`src/rtl/dataout_sink.sv`:
```
// Ejection-side flit collector for one NoC node: stores flits, keeps delivery stats, registered readback.
// Optional per-source sequence checking enabled by DATAOUT_SINK_SEQ_CHECK_EN (adds seq_err_count).
module dataout_sink #(
  parameter logic [3:0] NODE_ID = 4'd3,
  parameter int         DEPTH   = 30,
  parameter int         ADDR_W  = 5,
  parameter int         CNT_W   = 8
) (
  input  logic              clk,
  input  logic              rst,
  input  logic              in_valid,
  input  logic [19:0]       datain,
  input  logic [ADDR_W-1:0] rd_addr,
  output logic [19:0]       rd_data,
  output logic [CNT_W-1:0]  flit_count,
  output logic [CNT_W-1:0]  misroute_count,
  output logic [CNT_W-1:0]  drop_count,
  output logic              full,
  output logic              done
`ifdef DATAOUT_SINK_SEQ_CHECK_EN
  ,
  output logic [CNT_W-1:0]  seq_err_count
`endif
);

  typedef enum logic [1:0] {IDLE, COLLECT, DONE} state_t;

  state_t            state_q, state_d;
  logic [ADDR_W-1:0] wr_ptr_q, wr_ptr_d;
  logic [CNT_W-1:0]  flit_count_q, flit_count_d;
  logic [CNT_W-1:0]  misroute_count_q, misroute_count_d;
  logic [CNT_W-1:0]  drop_count_q, drop_count_d;
  logic              full_q, full_d;
  logic              done_q, done_d;
  logic [19:0]       rd_data_q, rd_data_d;
  logic [19:0]       mem_q [DEPTH];

  logic flit_vld;
  logic store;
  logic last_slot;

  function automatic logic [CNT_W-1:0] sat_inc(input logic [CNT_W-1:0] c);
    return (c == '1) ? c : c + 1'b1;
  endfunction

  // A null flit is indistinguishable from an idle cycle.
  assign flit_vld  = in_valid && (datain != 20'h00000);
  assign store     = flit_vld && (state_q != DONE);
  assign last_slot = (wr_ptr_q == ADDR_W'(DEPTH - 1));

  always_comb begin
    state_d          = state_q;
    wr_ptr_d         = wr_ptr_q;
    flit_count_d     = flit_count_q;
    misroute_count_d = misroute_count_q;
    drop_count_d     = drop_count_q;
    full_d           = full_q;
    done_d           = done_q;
    case (state_q)
      IDLE, COLLECT: begin
        if (store) begin
          wr_ptr_d     = wr_ptr_q + 1'b1;
          flit_count_d = sat_inc(flit_count_q);
          if (datain[19:16] != NODE_ID) misroute_count_d = sat_inc(misroute_count_q);
          if (last_slot) full_d = 1'b1;
          if (datain[10] || last_slot) begin
            state_d = DONE;
            done_d  = 1'b1;
          end else begin
            state_d = COLLECT;
          end
        end
      end
      DONE: begin
        if (flit_vld) drop_count_d = sat_inc(drop_count_q);
      end
      default: state_d = IDLE;
    endcase
  end

  // Slots at or above flit_count read as zero, so a same-cycle write is never visible early.
  always_comb begin
    rd_data_d = 20'h00000;
    if (CNT_W'(rd_addr) < flit_count_q) rd_data_d = mem_q[rd_addr];
  end

  always_ff @(posedge clk or negedge rst) begin
    if (!rst) begin
      state_q          <= IDLE;
      wr_ptr_q         <= '0;
      flit_count_q     <= '0;
      misroute_count_q <= '0;
      drop_count_q     <= '0;
      full_q           <= 1'b0;
      done_q           <= 1'b0;
      rd_data_q        <= 20'h00000;
    end else begin
      state_q          <= state_d;
      wr_ptr_q         <= wr_ptr_d;
      flit_count_q     <= flit_count_d;
      misroute_count_q <= misroute_count_d;
      drop_count_q     <= drop_count_d;
      full_q           <= full_d;
      done_q           <= done_d;
      rd_data_q        <= rd_data_d;
    end
  end

  // Capture buffer is deliberately not reset.
  always_ff @(posedge clk) begin
    if (store) mem_q[wr_ptr_q] <= datain;
  end

  assign rd_data        = rd_data_q;
  assign flit_count     = flit_count_q;
  assign misroute_count = misroute_count_q;
  assign drop_count     = drop_count_q;
  assign full           = full_q;
  assign done           = done_q;

`ifdef DATAOUT_SINK_SEQ_CHECK_EN
  logic [3:0]       exp_q [16];
  logic [3:0]       exp_d [16];
  logic [CNT_W-1:0] seq_err_count_q, seq_err_count_d;

  // Expected seq resyncs to whatever arrived, so one gap costs exactly one error.
  always_comb begin
    exp_d           = exp_q;
    seq_err_count_d = seq_err_count_q;
    if (store) begin
      if (datain[7:4] != exp_q[datain[15:12]]) seq_err_count_d = sat_inc(seq_err_count_q);
      exp_d[datain[15:12]] = datain[7:4] + 4'd1;
    end
  end

  always_ff @(posedge clk or negedge rst) begin
    if (!rst) begin
      for (int i = 0; i < 16; i++) exp_q[i] <= 4'd1;
      seq_err_count_q <= '0;
    end else begin
      exp_q           <= exp_d;
      seq_err_count_q <= seq_err_count_d;
    end
  end

  assign seq_err_count = seq_err_count_q;
`endif

endmodule

```
`config.mk`:
```
export PLATFORM = sky130hd
export DESIGN_NAME = dataout_sink
export DESIGN_NICKNAME = d
export VERILOG_FILES = /design/src/rtl/dataout_sink.sv
export SDC_FILE = /design/constraint.sdc
export NUM_CORES = 1
export LEC_CHECK = 0
export CAP_MARGIN = 10
export CORE_MARGIN = 2
export CORE_UTILIZATION = 59
export DETAILED_ROUTE_END_ITERATION = 16
export GPL_TIMING_DRIVEN = 0
export HOLD_SLACK_MARGIN = 0.06
export PLACE_DENSITY = 0.77
export SLEW_MARGIN = 10
export SYNTH_ARGS = -nofsm -noshare
export SYNTH_HDL_FRONTEND = slang
export SYNTH_SLANG_ARGS = --single-unit
```
`constraint.sdc`:
```
create_clock -name clk -period 2.96 [get_ports clk]
set_input_delay 0.592 -clock clk [delete_from_list [all_inputs] [get_ports clk]]
set_output_delay 0.592 -clock clk [all_outputs]
set_load 0.01 [all_outputs]
```
# [After elaboration in Yosys (flattened, before gate mapping)]
# Memories as Yosys holds them, arrays and structs flattened.
# Cells that the tools add are included.
[classes] add_sub_neg=4 n_lt_le_gt_ge=1 n_eq_ne=9 n_mux=6 bitwise=4 reduce_logical=13
[ops] cell="8-bit by 1-bit adder with 8-bit output, second input constant" n=3
[ops] cell="8-bit equality test, second input constant" n=3
[ops] cell="20-bit 2-to-1 mux" n=1
[ops] cell="20-bit nonzero test" n=1
[ops] cell="3-bit AND reduction" n=4
[ops] cell="5-bit by 8-bit < comparator with 1-bit output" n=1
[ops] cell="5-bit by 1-bit adder with 5-bit output, second input constant" n=1
[ops] cell="5-bit equality test, second input constant" n=1
[ops] cell="2-bit 2-to-1 mux" n=2
[ops] cell="2-bit != test, second input constant" n=2
[ops] cell="4-bit by 2-bit != test with 1-bit output, second input constant" n=1
[ops] cell="1-bit inverter" n=4
[ops] cell="2-bit one-hot mux with 2 select lines" n=1
[ops] cell="2-bit AND reduction" n=2
[ops] cell="4-bit AND reduction" n=1
[ops] cell="2-bit by 1-bit equality test with 1-bit output, second input constant" n=1
[ops] cell="2-bit equality test, second input constant" n=1
[ops] cell="1-bit logical AND" n=2
[ops] cell="2-bit zero test" n=1
[ops] cell="1-bit 2-to-1 mux" n=2
[ops] cell="2-bit OR reduction" n=1
[ops] cell="1-bit logical OR" n=1
[totals] ff_bits=53 mem_bits_rw=600 in_bits=28 out_inout_bits=46 elab_cells=46 mem_count=1
[mem_list] memory="mem_q" words=30 word_bits=20 rd=1 rd_ports_with_merged_regs=0 wr=1 line="36" text="logic [19:0] mem_q [DEPTH];"

# [Depth between registers and ports, before layout]
[logic_depth] depth_word=5 depth_mapped=8 depth_no_buf=6

# [Worst setup path before layout]
# Ideal clock, no wire load.
[synth_path] kind="input -> register" start="input datain[11]" end="memory mem_q[27][0] (enable)" setup_ns=0.397 arrival_ns=2.378 required_time_ns=2.563 setup_slack_ns=0.185 stages=6 n_path_buf=1 cell_sequence="nor4_1 > nand3_1 > o21a_1 > clkbuf_1 > nand3_1 > nor2_1"
[synth_between] elab_chain_cells=5
[synth_lines] element="start: declaration" line="12" text="input logic [19:0] datain,"
[synth_lines] element="20-bit nonzero test" line="47" text="assign flit_vld = in_valid && (datain != 20'h00000);"
[synth_lines] element="1-bit logical AND" line="47"
[synth_lines] element="1-bit logical AND" line="48" text="assign store = flit_vld && (state_q != DONE);"
[synth_lines] element="1-bit 2-to-1 mux" line="111" text="if (store) mem_q[wr_ptr_q] <= datain;"
[synth_lines] element="1-bit 2-to-1 mux (implied by the code)" line="111"
[synth_lines] element="end: declaration" line="36"
# Every way passes these cells.

# [Final worst setup path]
[layout_path] start="input datain[15]" end="memory mem_q[13][10] (enable)"
# The elaborated chain is that of the path after synthesis.

==> results.txt <==
- Dividing the synthesized area by the synthesized cell count gives 21.04 µm².
- Maximum number of pins on one net before global-route repair: 36
- After detailed routing, the total wire length is 60320 µm.
- Number of routed nets with antenna violations: 0
* Top-level I/O count: 74
- sky130_fd_sc_hd__edfxtp_1 takes more of the synthesized area than any other cell.
- In the routed design, unresolved DRC markers number 0.
- After detailed placement, the total cell area comes to 0.02713 mm².
- Leak: 9.489 nW
- Worst slew pin tran: 1.064 ns
- Post-synthesis net count: 1237
- Share of synthesized registers carrying an async set or reset: 8.116%
* Antenna diode count: 0
- Top cell family by delay on the critical path: simple AND/OR/NAND/NOR gates
- Wire length of the first global-routing pass: 88040 µm
- In the post-route analysis, the smallest setup slack over all paths is 0.05057 ns.
- Hold timing on the final database bottoms out at a slack of 0.4635 ns.
- In this run, distinct cell masters in the synthesized netlist total 50.
- TritonCTS built the clock tree.
* Share of final-layout standard cells stronger than drive strength 1: 26.55%
- Cells fill 69.21% of the core in the end.
- Chain of cells forming the critical path: buf_2 > nor4_1 > nand3_1 > o21a_1 > nand3_2 > nor2_4 > buf_8
* Critical path launch point type: primary input
* Ranking of synthesized cells by area: sky130_fd_sc_hd__edfxtp_1 (71%), sky130_fd_sc_hd__mux4_2 (12%), sky130_fd_sc_hd__dfrtp_1 (5.3%)
- Ratio of final minimum period to clock period: 98.29%
- Post-synth top flop: sky130_fd_sc_hd__edfxtp_1
- Data on the critical path arrives at its endpoint at 3.24 ns.
* Number of levels the H-tree was split into: 2
- Final instance count without filler cells: 1955
* Max Clock Skew: 0.02810 ns
* Post-synthesis instance total: 1198
- In this run the standard cell core region covers 0.04204 mm².
- Setup_tns: 0 ns
- Once the floorplan was initialized, standard cells occupied 59.95% of the core.
- Routability-driven placement finished with a final weighted congestion of 0.8366.
* Delay of the slowest cell on the worst path: 0.58 ns
- Maximum achievable frequency: 0.3437 GHz
- Fraction of synthesized cell area taken by the top area cell type: 71.49%
- Post-layout power: 21.21 mW
- In this run, the number of DRC markers left after iteration 0 of detailed routing was 1882.
* Avg WL per Cell: 30.85 µm
- Across the run, the number of max-cap violations was 0.
- Area growth from synthesis to final layout: 15.46%
* Vias after detailed routing: 13038
* Endpoint kind of the worst setup timing path: flop
- Placement row count: 75
* Path type of the worst setup path: in2reg
- During synthesis, Yosys emitted a total of 0 warnings.
- The initial antenna violation count was 0.
* # fillers: 2525
* # Post-CTS Setup Buffers: 0
* Worst-path fanout max: 31
* Clock-pin slew on the worst setup and hold paths: 0.07 ns
- Post-synthesis sequential element count: 653
- Post-synth EDFFs: 600
* Horizontal die dimension: 210.7 µm
- The wire-length estimate of the detail-placed layout is 37900 µm.
* Post-route cell area: 0.02910 mm²
- The count of endpoints failing hold in the final timing report is 0.
* Data required time at the worst endpoint: 3.30 ns
- Dividing the detail-routed via count by the number of cells gives 6.669.
* Clk buf depth: 3
- Buffers & Inverters on Critical Path: 2
* Sequential cell area fraction in the yosys report: 76.76%
* Worst slack, placed: -2.118 ns
* Total global routing overflow: 0
- Syn Std Cell Area: 0.02520 mm²
- TritonCTS Buffers: 60
- At the later pin of the worst-skew pair, clock insertion delay measures 0.63 ns.
- Setup violators final: 0
- Via count of the first global-routing pass: 13138
- The flow ran to the end, and the final reports show no timing, DRC or antenna violations.
* Placed insts: 1840
- The clock net in this run drives a total of 653 sinks.
- Vertical die dimension: 210.7 µm
- In this run the tightest slew margin relative to its limit is 28.52%.
* Final Max Tran Viols: 0
* Clock root buffer: sky130_fd_sc_hd__clkbuf_16
- For this run, the detailed router's first-pass iteration total came to 5.
* Slowest-stage cell, CP: sky130_fd_sc_hd__nand3_2
- The floorplan step defined a die boundary enclosing 0.04438 mm².
- Class of the most critical hold timing path: in2async
- The count of buffers added on input and output ports is 72.
- Global routing used 28.10% of the available tracks.
- Number of nets in the finished design: 1403
- The worst-case IR drop observed on VDD is 0.7134 mV.
- The worst path needs 2.909 ns of the cycle, external delays included.
- Pwr per Cell Area: 729.0 mW/mm²
## cell type report
type                       count  area (µm²)  share of cell area [%]
buffer                        60       350.3                   1.204
clock buffer                  96        1728                   5.939
clock inverter                18       120.1                  0.4128
inverter                       9       33.78                  0.1161
multi-input combinational    476        5733                   19.70
sequential                   653       19340                   66.48
tap                          539       674.4                   2.318
timing repair buffer         104        1114                   3.827
## report_power, final
group	leakage, nW	internal, mW	switching [mW]
sequential	6.04	10.7	0.318
clock	0.905	4.08	3.25
combinational	2.54	1.14	1.76
total	9.49	15.9	5.32
## registers in the layout (all words and copies together) (netlist names)
name            cells
mem_q             600
wr_ptr_q            5
drop_count          8
misroute_count      8
done                1
full                1
state_q             2
rd_data            20
flit_count          8
## cell usage in the layout, fill, tap and decap left out, types with 6 or more instances in the layout
master	n
sky130_fd_sc_hd__o22ai_1	19
sky130_fd_sc_hd__a21oi_1	23
sky130_fd_sc_hd__buf_8	29
sky130_fd_sc_hd__and3_1	6
sky130_fd_sc_hd__nor2_4	30
sky130_fd_sc_hd__nand4_1	6
sky130_fd_sc_hd__a22o_1	19
sky130_fd_sc_hd__mux4_2	138
sky130_fd_sc_hd__inv_1	9
sky130_fd_sc_hd__clkinv_2	9
sky130_fd_sc_hd__clkbuf_16	61
sky130_fd_sc_hd__clkbuf_1	46
sky130_fd_sc_hd__buf_6	10
sky130_fd_sc_hd__buf_2	36
sky130_fd_sc_hd__mux2i_1	23
sky130_fd_sc_hd__nand3_1	13
sky130_fd_sc_hd__dfrtp_1	53
sky130_fd_sc_hd__clkbuf_4	7
sky130_fd_sc_hd__xnor2_1	15
sky130_fd_sc_hd__ha_1	11
sky130_fd_sc_hd__nand2_1	31
sky130_fd_sc_hd__clkdlybuf4s50_1	51
sky130_fd_sc_hd__edfxtp_1	600
sky130_fd_sc_hd__clkbuf_8	7
sky130_fd_sc_hd__buf_4	6
sky130_fd_sc_hd__a22oi_1	38
sky130_fd_sc_hd__xor2_1	9
sky130_fd_sc_hd__nor3_1	7
sky130_fd_sc_hd__mux2_2	24
sky130_fd_sc_hd__nor4_1	11
## worst paths after layout
path | from | endpoint | slack, ns | cells past startpoint
min | rst | flit_count[6] | 0.46 | 2
min in group clk | full | full | 0.48 | 1
max in group asynchronous | rst | wr_ptr_q[0] | 1.92 | 3
max reg2reg | state_q[1] | mem_q[13][10] | 0.46 | 5
max | datain[15] | mem_q[13][10] | 0.05 | 7
min reg2reg | full | full | 0.48 | 1
## synth_stat cells (all sizes together), types with 2 or more instances
cell / n
edfxtp: 600
mux4: 138
dfrtp: 53
buf: 39
a22oi: 38
nor2: 34
nand2: 31
a21oi: 24
mux2: 24
mux2i: 23
clkbuf: 21
a22o: 19
o22ai: 19
nand3: 17
xnor2: 15
ha: 11
nor4: 11
inv: 9
xor2: 9
nor3: 7
and3: 6
nand4: 6
nand2b: 5
nand3b: 5
o21ai: 4
and2: 3
nor2b: 3
o211ai: 3
and4: 2
o21a: 2
or3: 2
or3b: 2
## cells by family after synthesis
| kind of cell | Yosys count | share of synthesized area [%] |
|---|---|---|
| AO/OA/AOI/OAI | 120 | 3.361 |
| XOR/XNOR | 24 | 0.8341 |
| adder cells (fa/ha/maj) | 11 | 0.5461 |
| buffers and inverters | 69 | 1.499 |
| flip-flops | 653 | 76.76 |
| multiplexers | 185 | 14.32 |
| AND/OR/NAND/NOR | 136 | 2.686 |
## repair_timing
action	in CTS	in global routing
endpoints found under the setup margin	618	462
resized for setup	102	38
hold buffers	1	0
hold endpoints to repair	18	0
## metal layers
layer	up-vias	global-route usage, %	routed length (µm)
li1	5314	-	-
met1	6763	40.47	22700
met2	854	43.43	28870
met3	107	6.720	6840
met4	0	9.058	1904
met5	-	0	0
(Power assumes the default switching activity.)
